`src/rtl/simon_decrypt_core.sv`:
```
// Iterative SIMON block decryptor: one inverse Feistel round per clock, with the
// round keys fetched from outside in descending index order through key_idx/round_key.
module simon_decrypt_core #(
  parameter int unsigned WORD_SIZE = 64,
  parameter int unsigned ROUNDS    = 68
) (
  input  logic                 clk,
  input  logic                 rst_n,
  input  logic                 start,
  input  logic [WORD_SIZE-1:0] ct_x,
  input  logic [WORD_SIZE-1:0] ct_y,
  output logic [7:0]           key_idx,
  input  logic [WORD_SIZE-1:0] round_key,
  output logic                 busy,
  output logic                 done,
  output logic [WORD_SIZE-1:0] pt_x,
  output logic [WORD_SIZE-1:0] pt_y
);

  typedef enum logic [1:0] {
    IDLE = 2'd0,
    RUN  = 2'd1,
    DONE = 2'd2
  } state_e;

  localparam logic [7:0] LAST_RND = 8'(ROUNDS - 1);

  state_e               state_q, state_d;
  logic [WORD_SIZE-1:0] x_q, x_d;
  logic [WORD_SIZE-1:0] y_q, y_d;
  logic [7:0]           cnt_q, cnt_d;
  logic [WORD_SIZE-1:0] f_y;

  function automatic logic [WORD_SIZE-1:0] rotl(input logic [WORD_SIZE-1:0] v,
                                                input int unsigned n);
    int unsigned s;
    s = n % WORD_SIZE;
    return (v << s) | (v >> ((WORD_SIZE - s) % WORD_SIZE));
  endfunction

  // SIMON round function on the current y half.
  assign f_y = (rotl(y_q, 1) & rotl(y_q, 8)) ^ rotl(y_q, 2);

  // NOTE: every signal written here gets a default first, so no path leaves it
  // unassigned and no latch is inferred.
  always_comb begin
    state_d = state_q;
    x_d     = x_q;
    y_d     = y_q;
    cnt_d   = cnt_q;
    unique case (state_q)
      IDLE, DONE: begin
        if (start) begin
          state_d = RUN;
          x_d     = ct_x;
          y_d     = ct_y;
          cnt_d   = LAST_RND;
        end else if (state_q == DONE) begin
          state_d = IDLE;
        end
      end
      RUN: begin
        x_d = y_q;
        y_d = x_q ^ f_y ^ round_key;
        if (cnt_q == 8'd0) begin
          state_d = DONE;
        end else begin
          cnt_d = cnt_q - 8'd1;
        end
      end
      default: state_d = IDLE;
    endcase
  end

  // NOTE: state registers use non-blocking assignments so every flop samples the
  // pre-edge values; reset here is synchronous and wins over start.
  always_ff @(posedge clk) begin
    if (!rst_n) begin
      state_q <= IDLE;
      x_q     <= '0;
      y_q     <= '0;
      cnt_q   <= '0;
    end else begin
      state_q <= state_d;
      x_q     <= x_d;
      y_q     <= y_d;
      cnt_q   <= cnt_d;
    end
  end

  assign busy    = (state_q == RUN);
  assign done    = (state_q == DONE);
  assign key_idx = busy ? cnt_q : 8'd0;
  assign pt_x    = x_q;
  assign pt_y    = y_q;

endmodule

```
`config.mk`:
```
export PLATFORM = sky130hd
export DESIGN_NAME = simon_decrypt_core
export DESIGN_NICKNAME = d
export VERILOG_FILES = /design/src/rtl/simon_decrypt_core.sv
export SDC_FILE = /design/constraint.sdc
export NUM_CORES = 1
export LEC_CHECK = 0
export CAP_MARGIN = 5
export CORE_MARGIN = 1
export CORE_UTILIZATION = 45
export DETAILED_ROUTE_END_ITERATION = 10
export DONT_BUFFER_PORTS = 1
export SLEW_MARGIN = 10
export SYNTH_ARGS = -nofsm -noshare
export SYNTH_HDL_FRONTEND = slang
export SYNTH_SLANG_ARGS = --single-unit
export TNS_END_PERCENT = 10
```
`constraint.sdc`:
```
create_clock -name clk -period 2.3 [get_ports clk]
set_input_delay 0.345 -clock clk [delete_from_list [all_inputs] [get_ports clk]]
set_output_delay 0.345 -clock clk [all_outputs]
set_load 0.005 [all_outputs]
```
==> impl_metrics.toml, run 1 <==
[outcome]
outcome = "completed"

[timing]
worst_slew_pin_slew_ps = 822
whs_ps = 65.9
setup_tns_ps = 0
rsz0062_at_grt = "no"
slew_headroom = 0.450
fin_skew_ps = 8.54
drv_slew = 0
hold_viol = 0
max_freq_ghz = 0.466
fin_crit_ps = 2140
setup_viol = 0
period_share = 0.932

[pwr]
vdd_drop_max_v = 0.000616
leakagePower_nw = 3.36
power_per_cell_area_mw_per_mm2 = 1000

[synthesis]
netlist.area_leader.share = 0.347
synth_cell_type_count = 36
synth_compound_area_frac = 0.153
syn_avg_cell_area_sq_um = 7.82
yosysTopAreaCell = "dfxtp_1"
synthMuxAreaShare = 0.00251
syn_inst = 1019
synth-adder-area-share = 0.00314
synth_top_family_by_area = "simple AND/OR/NAND/NOR gates"
synth_xor_area_frac = 0.212
yosys.area_share.simple = 0.243
synthArstFlopShare = 0
yosys_warnings = 0
synth_edf_count = 0
seq_area_frac_synth = 0.347
ys_seq_elements = 138
synth_nets = 1216
ys.flop_type = "dfxtp_1"
netlist_top_cells_area = "dfxtp_1 (35%), nand2_1 (14%), xnor2_1 (14%)"
post_synth_instance_area_sq_mm = 0.00797

[floorplan]
rows = 48
die-area_sq_mm = 0.0183
initial_utilization = 0.461
io-pin-count = 333
die_h_um = 135
coreArea_sq_mm = 0.0173
die_w_um = 135

[clocking]
cts_root_buf = "clkbuf_16"
numCtsBuffers = 17
cts_hold_buffers = 0
cts-resized-gates = 0
worstSkewPairLatency_ps = 410
cts_max_level = 4
clk_pin_slew_ps = 60
clk_path_buf_depth = 2
cts_setup_buffers = 0
cts_sinks = 138
cts_tree = "done"

[global_route]
grt_pass1_wl_um = 37800
grt_pass1_vias = 6614
grt_max_degree = 83
grt_overflow = 0
antenna_found_initial = 0
track_usage = 0.268

[min_path]
min_path_type = "primary input to register"

[route]
detail_route.first_pass.iterations = 5
route.detailed.drc = 0
vias_per_cell = 5.74
ant_nets = 0
num_vias = 7010
wl_per_cell_um = 20.5
routed_wl_um = 25000
drt_iter0_drc = 453

[layout]
stdcell_count = 1221
num_antenna_cells = 0
multi_input_area_sq_mm = 0.00491
mostFrequentLayoutCell = "nand2_1"
drive_above_1_share = 0.0522
seq_area_sq_mm = 0.00276
fillers = 1688
syn_to_final_growth_pct = 10.5
nNetsFinal = 1180
final_cell_mix = "nand2_1 (306), dfxtp_1 (138), xnor2_1 (128)"

[run]
drv_cap = 0

[critical_path]
cp.arrival_ps = 1800
critPathKind = "register to primary output"
cp_max_fo = 43
cp_data_required_time_ps = 1960
worstSetupStartpointType = "register"
critPathCaptureType = "primary output"

[placement]
globalplace.congestion = 0.808
port_buffers = 0
dp.cells = 1189
hpwl_um = 17000
path summary, 6_finish.rpt:
| kind | start | end | slack [ps] | cells past startpoint |
|---|---|---|---|---|
| worst min-delay path | rst_n | pt_x[38] | 70 | 1 |
| worst min register to register | cnt_q[7] | cnt_q[7] | 520 | 2 |
| worst max register to register | cnt_q[0] | cnt_q[4] | 500 | 6 |
| worst max-delay path | state_q[0] | key_idx[6] | 160 | 4 |
synthesized netlist by cell type (all sizes together), types with 2 or more instances:
cell and number:
and2 6, a311oi 41, buf 19, ha 2, nand2 306, a211oi 56, and3 56, a21oi 6
nor2b 2, nor2 50, inv 6, nand3 26, clkbuf 52, nor3 2, dfxtp 138, o211a 24
xor2 65, mux2i 2, o22ai 9, a22oi 9, xnor2 128, nor4 3, nand2b 2
layer usage:
| metal | global-route usage | wire length (um) | vias up |
|---|---|---|---|
| met5 | 0 | 0 | - |
| li1 | - | - | 3380 |
| met3 | 0.0908 | 2300 | 31 |
| met4 | 0.0880 | 546 | 0 |
| met1 | 0.339 | 10500 | 3301 |
| met2 | 0.425 | 11600 | 298 |
final cells by class:
class	instances	area share
Multi-Input combinational cell	804	0.558
Sequential cell	138	0.314
Clock buffer	22	0.0550
Tap cell	225	0.0320
Clock inverter	10	0.0213
Timing Repair Buffer	16	0.0179
Inverter	6	0.00270
stage by stage:
step / instance area (sq um) / worst slack [ps] / power (mW) / utilization
3_5_place_dp: 8140 / 513 / 5.73 / 0.471
2_1_floorplan: 7970 / 580 / 5.12 / -
4_1_cts: 8810 / 136 / 8.88 / 0.509
3_3_place_gp: 8140 / 552 / 5.72 / 0.471
6_report: 8810 / 155 / 8.82 / 0.509
5_1_grt: 8810 / 64.6 / 9.30 / 0.509
critical path: stages, from the launching register on:
cell and delay, ps:
dfxtp_1 470, nand2b_4 110, inv_2 100, buf_4 470, and2_1 230
registers in the layout, summed over array words and instances, names as in the netlist:
name and cells:
pt_x 64, pt_y 64, cnt_q 8, state_q 2
report_power, final:
part	internal, mW	switching, mW
registers	2.78	0.727
clock network	2.05	1.08
logic	1.06	1.12
total	5.88	2.93
cell families after synthesis:
group	Yosys count
xor+xnor	193
compound gates	151
buf+inv	77
mux	2
fa+ha+maj	2
simple gates	456
flops	138
Note: power is estimated with default switching activity, not from simulation.
==> inputs of run 2 (changes only) <==
--- a/config.mk
+++ b/config.mk
@@ -6,8 +6,9 @@
 export NUM_CORES = 1
 export LEC_CHECK = 0
 export CAP_MARGIN = 5
-export CORE_MARGIN = 1
+export CORE_MARGIN = 4
 export CORE_UTILIZATION = 45
+export CTS_BUF_LIST = sky130_fd_sc_hd__clkbuf_8
 export DETAILED_ROUTE_END_ITERATION = 10
 export DONT_BUFFER_PORTS = 1
 export SLEW_MARGIN = 10
==> impl_metrics.toml, run 2 (same netlist as run 1, synthesis figures left out) <==
[route]
wl_per_cell_um = 21.2
num_vias = 6988
route.detailed.drc = 0
vias_per_cell = 5.73
ant_nets = 0
drt_iter0_drc = 383
routed_wl_um = 25800
detail_route.first_pass.iterations = 5

[clocking]
cts_tree = "done"
cts_root_buf = "clkbuf_8"
worstSkewPairLatency_ps = 450
cts_max_level = 4
numCtsBuffers = 17
clk_path_buf_depth = 2
cts_sinks = 138
clk_pin_slew_ps = 80
cts_setup_buffers = 0

[critical_path]
crit_chain = "nand2b_4 > inv_2 > buf_6 > and2_1"
cp.arrival_ps = 1760
r2r-start = "cnt_q[0]"
startpoint = "state_q[0]"
critPathCaptureType = "primary output"
r2r-end = "cnt_q[4]"
rrSetupSlack_ps = 480
crit_end = "key_idx[6]"
worstRegToRegCells = 6
slowest_delay_ps = 470
worstSetupStartpointType = "register"
cp_max_fo = 33
cp_data_required_time_ps = 1960
critPathKind = "register to primary output"
slowest_stage = "dfxtp_1"

[layout]
final_area_sq_mm = 0.00858
nNetsFinal = 1179
final_cell_mix = "nand2_1 (306), dfxtp_1 (138), xnor2_1 (128)"
utilization = 0.495
fillers = 1781
num_antenna_cells = 0
mostFrequentLayoutCell = "nand2_1"
stdcell_count = 1219
syn_to_final_growth_pct = 7.68
drive_above_1_share = 0.0493

[timing]
fin_skew_ps = 13.1
setup_viol = 0
fin_crit_ps = 2100
rsz0062_at_grt = "no"
setup_tns_ps = 0
period_share = 0.914
drv_slew = 0
worst_slew_pin_slew_ps = 1080
max_freq_ghz = 0.476
setup_ws_ps = 198
hold_viol = 0
whs_ps = 27.6
slew_headroom = 0.280

[run]
drv_cap = 0

[global_route]
grt_pass1_vias = 6843
grt_pass1_wl_um = 39600
grt_overflow = 0
antenna_found_initial = 0
track_usage = 0.252
grt_max_degree = 110

[min_path]
min_path_type = "primary input to register"

[placement]
dp.cells = 1186
port_buffers = 0
globalplace.congestion = 0.855
placed_area_sq_mm = 0.00813
pre_cts_ws_ps = 475
hpwl_um = 17800

[floorplan]
die_h_um = 141
io-pin-count = 333
coreArea_sq_mm = 0.0174
rows = 48
initial_utilization = 0.459
die_w_um = 141
die-area_sq_mm = 0.0199

[pwr]
leakagePower_nw = 3.25
vdd_drop_max_v = 0.000380
power.total_mw = 7.89
power_per_cell_area_mw_per_mm2 = 920

[outcome]
outcome = "completed"
-- run 2: layout make-up --
type	instances	area (sq um)	area share
flip-flops and latches	138	2760	0.322
inverters	6	23.8	0.00277
repair buffers	15	171	0.0200
clock buffers	17	234	0.0273
clock inverters	14	196	0.0229
well taps	225	282	0.0328
multi-input cells	804	4910	0.572
-- run 2: how the worst min path moves through the flow --
stage,start,to,cells after the start
floorplan,cnt_q[7],cnt_q[7],2
detailed placement,rst_n,state_q[0],1
global route,rst_n,pt_x[30],1
CTS,rst_n,pt_x[30],1
finish,rst_n,pt_x[30],1
global placement,rst_n,state_q[0],1
-- run 2: timing repair --
item | 4_1_cts | 5_1_grt
gates resized for setup | 0 | 1
endpoints found under the hold margin | 22 | 0
hold buffers | 2 | 0
endpoints found under the setup margin | 0 | 5
-- run 2: worst max-delay path, delay by kind of cell (launching register included) --
kind	cells	cell delay, ps
buffers and inverters	2	530
DFF	1	470
and+or+nand+nor	2	310
-- run 2: power breakdown --
group	internal, mW	leakage (nW)	switching, mW
clock	1.18	0.208	1.02
sequential	2.77	1.14	0.737
combinational	1.07	1.90	1.12
-- run 2: routing by layer --
| metal | track usage | vias up | wire [um] |
|---|---|---|---|
| met4 | 0.0724 | 0 | 444 |
| li1 | - | 3378 | - |
| met2 | 0.395 | 277 | 12100 |
| met1 | 0.332 | 3302 | 11000 |
| met3 | 0.0811 | 31 | 2330 |
| met5 | 0 | - | 0 |
